===== src/rtl/mips_mem_pkg.sv =====
// Shared definitions for the fetch/data memory arbiter.
//   arb_state_e     : arbiter FSM state encoding (IDLE, BUSY_I, BUSY_D)
//   TIMEOUT_DEFAULT : default ack-wait limit used by the arbiter and its watchdog
//   WORD_W          : address/data word width
package mips_mem_pkg;

    typedef enum logic [1:0] {
        IDLE   = 2'd0,
        BUSY_I = 2'd1,
        BUSY_D = 2'd2
    } arb_state_e;

    localparam int TIMEOUT_DEFAULT = 255;
    localparam int WORD_W          = 32;

endpackage


===== src/rtl/ack_watchdog.sv =====
// Ack watchdog: counts consecutive cycles spent waiting for a memory ack.
//   clk, rst : clock, synchronous active-high reset
//   busy     : a memory transaction is outstanding this cycle
//   ack      : memory completion this cycle
//   expired  : high in the cycle that is the TIMEOUT-th consecutive busy
//              cycle without an ack (combinational from the count register)
// The count clears whenever the arbiter is idle or an ack arrives, and
// saturates at TIMEOUT so a very long wait cannot wrap and re-fire.
module ack_watchdog
    import mips_mem_pkg::*;
#(
    parameter int TIMEOUT = TIMEOUT_DEFAULT
) (
    input  logic clk,
    input  logic rst,
    input  logic busy,
    input  logic ack,
    output logic expired
);

    // A limit below one cycle is meaningless; clamp so the widths stay legal.
    localparam int LIMIT = (TIMEOUT < 1) ? 1 : TIMEOUT;
    localparam int CNT_W = (LIMIT < 2) ? 1 : $clog2(LIMIT + 1);
    localparam logic [CNT_W-1:0] CNT_MAX  = CNT_W'(LIMIT);
    localparam logic [CNT_W-1:0] CNT_LAST = CNT_W'(LIMIT - 1);

    logic [CNT_W-1:0] count_q;
    logic [CNT_W-1:0] count_d;
    logic             waiting;

    assign waiting = busy & ~ack;
    // count_q holds the number of unacked busy cycles already completed, so
    // this cycle is the LIMIT-th one when count_q == LIMIT-1.
    assign expired = waiting & (count_q == CNT_LAST);

    always_comb begin
        count_d = '0;
        if (waiting) begin
            count_d = (count_q == CNT_MAX) ? count_q : count_q + CNT_W'(1);
        end
    end

    always_ff @(posedge clk) begin
        if (rst) begin
            count_q <= '0;
        end else begin
            count_q <= count_d;
        end
    end

endmodule


===== src/rtl/mem_arbiter.sv =====
// Fetch/data arbiter in front of a shared single-port memory.
//   clk, rst                     : clock, synchronous active-high reset
//   if_req/if_addr               : fetch read request (held until if_ready)
//   if_rdata/if_ready            : registered fetch data, one-cycle done pulse
//   dm_read/dm_write/dm_addr/
//   dm_wdata                     : load/store request (held until dm_ready)
//   dm_rdata/dm_ready            : registered load data, one-cycle done pulse
//   mem_req/mem_we/mem_addr/
//   mem_wdata                    : registered request to the shared memory
//   mem_rdata/mem_ack            : memory response, only honoured while busy
//   stall                        : combinational pipeline stall
//   timeout_err                  : sticky "ack took too long" flag
// Data requests win over fetches because the MEM stage holds the older
// instruction. A port whose ready is high this cycle is not granted, so a
// requester that is still holding its request in the ready cycle is not
// served twice.
module mem_arbiter
    import mips_mem_pkg::*;
#(
    parameter int TIMEOUT = TIMEOUT_DEFAULT
) (
    input  logic              clk,
    input  logic              rst,
    input  logic              if_req,
    input  logic [WORD_W-1:0] if_addr,
    output logic [WORD_W-1:0] if_rdata,
    output logic              if_ready,
    input  logic              dm_read,
    input  logic              dm_write,
    input  logic [WORD_W-1:0] dm_addr,
    input  logic [WORD_W-1:0] dm_wdata,
    output logic [WORD_W-1:0] dm_rdata,
    output logic              dm_ready,
    output logic              mem_req,
    output logic              mem_we,
    output logic [WORD_W-1:0] mem_addr,
    output logic [WORD_W-1:0] mem_wdata,
    input  logic [WORD_W-1:0] mem_rdata,
    input  logic              mem_ack,
    output logic              stall,
    output logic              timeout_err
);

    arb_state_e        state_q,       state_d;
    logic              mem_req_q,     mem_req_d;
    logic              mem_we_q,      mem_we_d;
    logic [WORD_W-1:0] mem_addr_q,    mem_addr_d;
    logic [WORD_W-1:0] mem_wdata_q,   mem_wdata_d;
    logic [WORD_W-1:0] if_rdata_q,    if_rdata_d;
    logic [WORD_W-1:0] dm_rdata_q,    dm_rdata_d;
    logic              if_ready_q,    if_ready_d;
    logic              dm_ready_q,    dm_ready_d;
    logic              timeout_err_q, timeout_err_d;

    logic busy;
    logic wd_expired;
    logic dm_active;
    logic dm_eligible;
    logic if_eligible;

    assign busy        = (state_q != IDLE);
    assign dm_active   = dm_read | dm_write;
    assign dm_eligible = dm_active & ~dm_ready_q;
    assign if_eligible = if_req & ~if_ready_q;

    ack_watchdog #(
        .TIMEOUT (TIMEOUT)
    ) u_ack_watchdog (
        .clk     (clk),
        .rst     (rst),
        .busy    (busy),
        .ack     (mem_ack),
        .expired (wd_expired)
    );

    always_comb begin
        state_d       = state_q;
        mem_req_d     = mem_req_q;
        mem_we_d      = mem_we_q;
        mem_addr_d    = mem_addr_q;
        mem_wdata_d   = mem_wdata_q;
        if_rdata_d    = if_rdata_q;
        dm_rdata_d    = dm_rdata_q;
        if_ready_d    = 1'b0;
        dm_ready_d    = 1'b0;
        timeout_err_d = timeout_err_q | wd_expired;

        case (state_q)
            IDLE: begin
                // mem_ack is ignored here: nothing is outstanding.
                if (dm_eligible) begin
                    state_d     = BUSY_D;
                    mem_req_d   = 1'b1;
                    // read+write together is a store.
                    mem_we_d    = dm_write;
                    mem_addr_d  = dm_addr;
                    mem_wdata_d = dm_wdata;
                end else if (if_eligible) begin
                    state_d    = BUSY_I;
                    mem_req_d  = 1'b1;
                    mem_we_d   = 1'b0;
                    mem_addr_d = if_addr;
                end
            end
            BUSY_I: begin
                // Completion is independent of if_req so a flushed fetch
                // still finishes cleanly.
                if (mem_ack) begin
                    state_d    = IDLE;
                    mem_req_d  = 1'b0;
                    if_rdata_d = mem_rdata;
                    if_ready_d = 1'b1;
                end
            end
            BUSY_D: begin
                if (mem_ack) begin
                    state_d    = IDLE;
                    mem_req_d  = 1'b0;
                    mem_we_d   = 1'b0;
                    dm_ready_d = 1'b1;
                    if (!mem_we_q) begin
                        dm_rdata_d = mem_rdata;
                    end
                end
            end
            default: begin
                state_d   = IDLE;
                mem_req_d = 1'b0;
                mem_we_d  = 1'b0;
            end
        endcase
    end

    always_ff @(posedge clk) begin
        if (rst) begin
            state_q       <= IDLE;
            mem_req_q     <= 1'b0;
            mem_we_q      <= 1'b0;
            mem_addr_q    <= '0;
            mem_wdata_q   <= '0;
            if_rdata_q    <= '0;
            dm_rdata_q    <= '0;
            if_ready_q    <= 1'b0;
            dm_ready_q    <= 1'b0;
            timeout_err_q <= 1'b0;
        end else begin
            state_q       <= state_d;
            mem_req_q     <= mem_req_d;
            mem_we_q      <= mem_we_d;
            mem_addr_q    <= mem_addr_d;
            mem_wdata_q   <= mem_wdata_d;
            if_rdata_q    <= if_rdata_d;
            dm_rdata_q    <= dm_rdata_d;
            if_ready_q    <= if_ready_d;
            dm_ready_q    <= dm_ready_d;
            timeout_err_q <= timeout_err_d;
        end
    end

    assign stall       = (if_req & ~if_ready_q) | (dm_active & ~dm_ready_q);
    assign mem_req     = mem_req_q;
    assign mem_we      = mem_we_q;
    assign mem_addr    = mem_addr_q;
    assign mem_wdata   = mem_wdata_q;
    assign if_rdata    = if_rdata_q;
    assign dm_rdata    = dm_rdata_q;
    assign if_ready    = if_ready_q;
    assign dm_ready    = dm_ready_q;
    assign timeout_err = timeout_err_q;

endmodule


===== config.mk =====
export PLATFORM = sky130hd
export DESIGN_NAME = mem_arbiter
export DESIGN_NICKNAME = d
export VERILOG_FILES = /design/src/rtl/mips_mem_pkg.sv /design/src/rtl/ack_watchdog.sv /design/src/rtl/mem_arbiter.sv
export SDC_FILE = /design/constraint.sdc
export NUM_CORES = 1
export LEC_CHECK = 0
export BUFFER_PORTS_ARGS = -buffer_cell sky130_fd_sc_hd__buf_2
export CAP_MARGIN = 5
export CORE_MARGIN = 2
export CORE_UTILIZATION = 47
export DETAILED_ROUTE_END_ITERATION = 12
export PLACE_DENSITY = 0.91
export SLEW_MARGIN = 15
export SYNTH_ARGS = -nofsm -noshare
export SYNTH_HDL_FRONTEND = slang
export SYNTH_SLANG_ARGS = --single-unit

===== constraint.sdc =====
create_clock -name clk -period 2 [get_ports clk]
set_clock_uncertainty 0.2 [all_clocks]
set_input_delay 0.6 -clock clk [delete_from_list [all_inputs] [get_ports clk]]
set_output_delay 0.6 -clock clk [all_outputs]
set_load 0.05 [all_outputs]

==> impl_metrics.csv <==
group,metric,value,unit
run_status,status,"finished, final reports clean",
setup_path,critPathMaxStageDelay,350,ps
cts,cts_buffer_depth,2,
sta,maxSlewViolCount,0,
power,powerDensity,1110,nW/µm²
die,io_pins,268,
die,start_util,47.8,%
job,cap_violations,0,
setup_path,cp-start-kind,"flop",
sta,worst_slack,43.6,ps
sta,fin_crit_sh,97.8,%
setup_path,crit_family,"flip-flops",
sta,hold_viol_final,0,
power,p_leak,3.73,nW
global_routing,use_met1,26.6,%
final_layout,num-nets-final,1092,
place,dp_hpwl,11700,µm
sta,report.final.setup_viol,0,
sta,whs,230,ps
setup_path,critPathKind,"flop to primary output",
global_routing,grtUsageMet3,7.26,%
setup_path,cp_max_fo,4,
yosys,avgSynthCellArea,8.56,µm²
sta,fmax,511,MHz
sta,worstMarginPinSlew,342,ps
routing,routed_wl,17400,µm
sta,min_period,1960,ps
setup_path,crit_arrival,1160,ps
routing,drt-initial-drc-count,557,
setup_path,critPathSlowestCell,"dfxtp_4",
die,die_w,117,µm
yosys,syn_area,6010,µm²
global_routing,grt_start_max_net_pins,75,
yosys,synth_cells,702,
cts,cts_tree,"yes",
cts,clock_latency,410,ps
routing,viasPerCell,5.34,
yosys,synth_seq_cells,143,
global_routing,grt_antenna_before_repair,0,
routing,via_count,6066,
yosys,yosys.cell_types.count,39,
worst_hold_path,hold_path.class,"input port to flop",
global_routing,busiest_layer,"met2",
routing,drc,0,
global_routing,grt_pass1_vias,5468,
final_layout,fillCellCount,978,
cts,cts_buffers,17,
die,fp.dieH,117,µm
final_layout,area_growth,36.9,%
yosys,seq_area_frac_synth,47.6,%
final_layout,drive_gt1_share,34.5,%
sta,fin_setup_tns,0,ps
setup_path,required,1200,ps
final_layout,diodes,0,
global_routing,overflow,0,
cts,h-tree-depth,4,
cts,cts_root_buf,"clkbuf_16",
yosys,synthesis.nets,842,
setup_path,cp_cell_sequence,"o21bai_4 > nand2_4 > buf_8",
die,rows,41,
cts,cts_hold_buffers,0,
final_layout,post-route-util,65.4,%
global_routing,grt.total_usage,23.7,%
yosys,yosysWarnings,0,
cts,path_clk_slew,60,ps
place,dp.cells,1104,
cts,clock_sinks,143,
power,peakVddDrop,0.564,mV
setup_path,crit_buf_inv,1,
routing,wl_per_cell,15.3,µm
die,core,12600,µm²
routing,ant_nets,0,
place,io_buffer_count,267,
sta,rsz0062_at_grt,"no",
final_layout,finalNonFillerCells,1137,
place,pre_cts_ws,21.3,ps
place,gp_congestion,0.831,
sta,slew_headroom,77.2,%
setup_path,cp-end-kind,"primary output",
global_routing,grt_pass1_wl,25700,µm
routing,firstDrtPassIters,5,
global_routing,grt_util_met2,41.5,%
die,dieArea,13700,µm²
## routing by layer
metal / part of all wire [%] / vias to the layer above
met1: 40 / 2830
li1: - / 2933
met5: 0 / -
met2: 50 / 270
met4: 2.2 / 0
met3: 7.3 / 33
## per-stage QoR
| stage | total power [mW] | instance area, µm² |
|---|---|---|
| finish | 9.10 | 8220 |
| global route | 9.48 | 8220 |
| CTS | 9.14 | 8210 |
| detailed placement | 6.02 | 7610 |
| global placement | 5.96 | 7610 |
| floorplan | 5.27 | 6020 |
## layout by cell type, fill, tap and decap left out, types with 2 or more instances in the layout
| cell type | n |
|---|---|
| a211oi_1 | 4 |
| a21oi_1 | 101 |
| a22oi_1 | 32 |
| a31oi_1 | 5 |
| and2_1 | 2 |
| and3_1 | 2 |
| buf_12 | 11 |
| buf_2 | 265 |
| buf_4 | 17 |
| bufinv_16 | 2 |
| clkbuf_16 | 17 |
| clkinv_4 | 3 |
| clkinvlp_4 | 4 |
| dfxtp_1 | 141 |
| ha_1 | 6 |
| inv_1 | 5 |
| inv_6 | 3 |
| mux2i_1 | 32 |
| nand2_1 | 132 |
| nand2b_1 | 34 |
| nand3_1 | 39 |
| nand4_1 | 2 |
| nor2_1 | 6 |
| nor2b_1 | 4 |
| nor3_1 | 5 |
| o21ai_0 | 34 |
| or3_1 | 2 |
| or3b_1 | 32 |
## state kept, by name, summed over array words and instances (netlist names)
name and cells:
u_ack_watchdog.count_q 8, mem_addr 32, state_q 2, mem_req 1, dm_rdata 32, timeout_err 1, if_rdata 32, mem_we 1
if_ready 1, mem_wdata 32, dm_ready 1
## power by group
part / internal, mW / switching (mW)
clock: 1.86 / 1.26
combinational: 0.752 / 1.90
sequential: 3.17 / 0.166
## synthesized netlist by cell type
cell type        n  area, µm²
nand4_1          2       12.5
and4_1           1       8.76
or4b_1           1       10.0
or3b_1          32        280
a21oi_1        101        505
inv_1            5       18.8
or2_1            1       6.26
buf_4            1       7.51
dfxtp_1        143       2860
and3b_1          1       8.76
nand3b_1         1       7.51
clkbuf_1        26       97.6
xor2_1           1       8.76
buf_1            3       11.3
o21ai_0         34        170
nor3b_1          1       7.51
nand2_1        133        499
o21bai_2         1       11.3
a31oi_1          5       31.3
nor2_1           6       22.5
a311oi_2         1       15.0
and3_1           2       12.5
mux2i_1         32        320
nand3_1         39        195
a41oi_1          1       8.76
dlygate4sd1_1    3       26.3
xnor2_1          1       8.76
o21ai_1          2       10.0
nand2b_1        35        219
a211oi_1         4       30.0
or3_1            2       12.5
o21ba_1          1       10.0
ha_1             6       75.1
nor2b_1          5       31.3
nor3_1           5       25.0
a22oi_1         32        240
buf_6            3       33.8
buf_2           27        135
and2_1           2       12.5
## layout make-up
class / instances / area [µm²] / share of cell area, %
clock buffers: 18 / 429 / 5.22
clock inverters: 14 / 159 / 1.93
inverters: 5 / 18.8 / 0.228
multi-input cells: 491 / 2850 / 34.6
flip-flops and latches: 143 / 2870 / 34.9
well taps: 172 / 215 / 2.62
repair buffers: 294 / 1690 / 20.5
## repair_timing
action	4_1_cts	5_1_grt
endpoints found under the setup margin	1	1
gates resized for setup	3	2
buffers inserted	0	1
## final timing paths
kind                            slack (ps)                 startpoint                                      to  cells past startpoint
worst min register to register         250  dm_rdata[27]$_SDFFE_PP0P_               dm_rdata[27]$_SDFFE_PP0P_                      2
worst max-delay path                    40        dm_ready$_SDFF_PP0_                                   stall                      3
worst min-delay path                   230               dm_wdata[25]              mem_wdata[25]$_SDFFE_PP0P_                      3
worst max register to register         140    state_q[1]$_SDFFE_PP0P_  u_ack_watchdog.count_q[7]$_SDFFE_PP0P_                      4
## worst reg2reg max path: stages, from the launching register on
cell      delay [ps]
dfxtp_1          430
inv_1             90
ha_1             270
or3_1            550
a311oi_2         240
## cells by family (layout without fill, tap and decap cells)
logic type,Yosys count,in the layout,share of synthesized area [%]
xor gates and xnor gates,2,2,0.292
AOI/OAI and AO/OA,182,182,17.2
and+or+nand+nor,269,269,22.8
adders and majority gates,6,6,1.25
DFF,143,143,47.6
muxes,32,32,5.33
buffers and inverters,68,331,5.50
No activity file was read; power rests on OpenSTA's default activity.
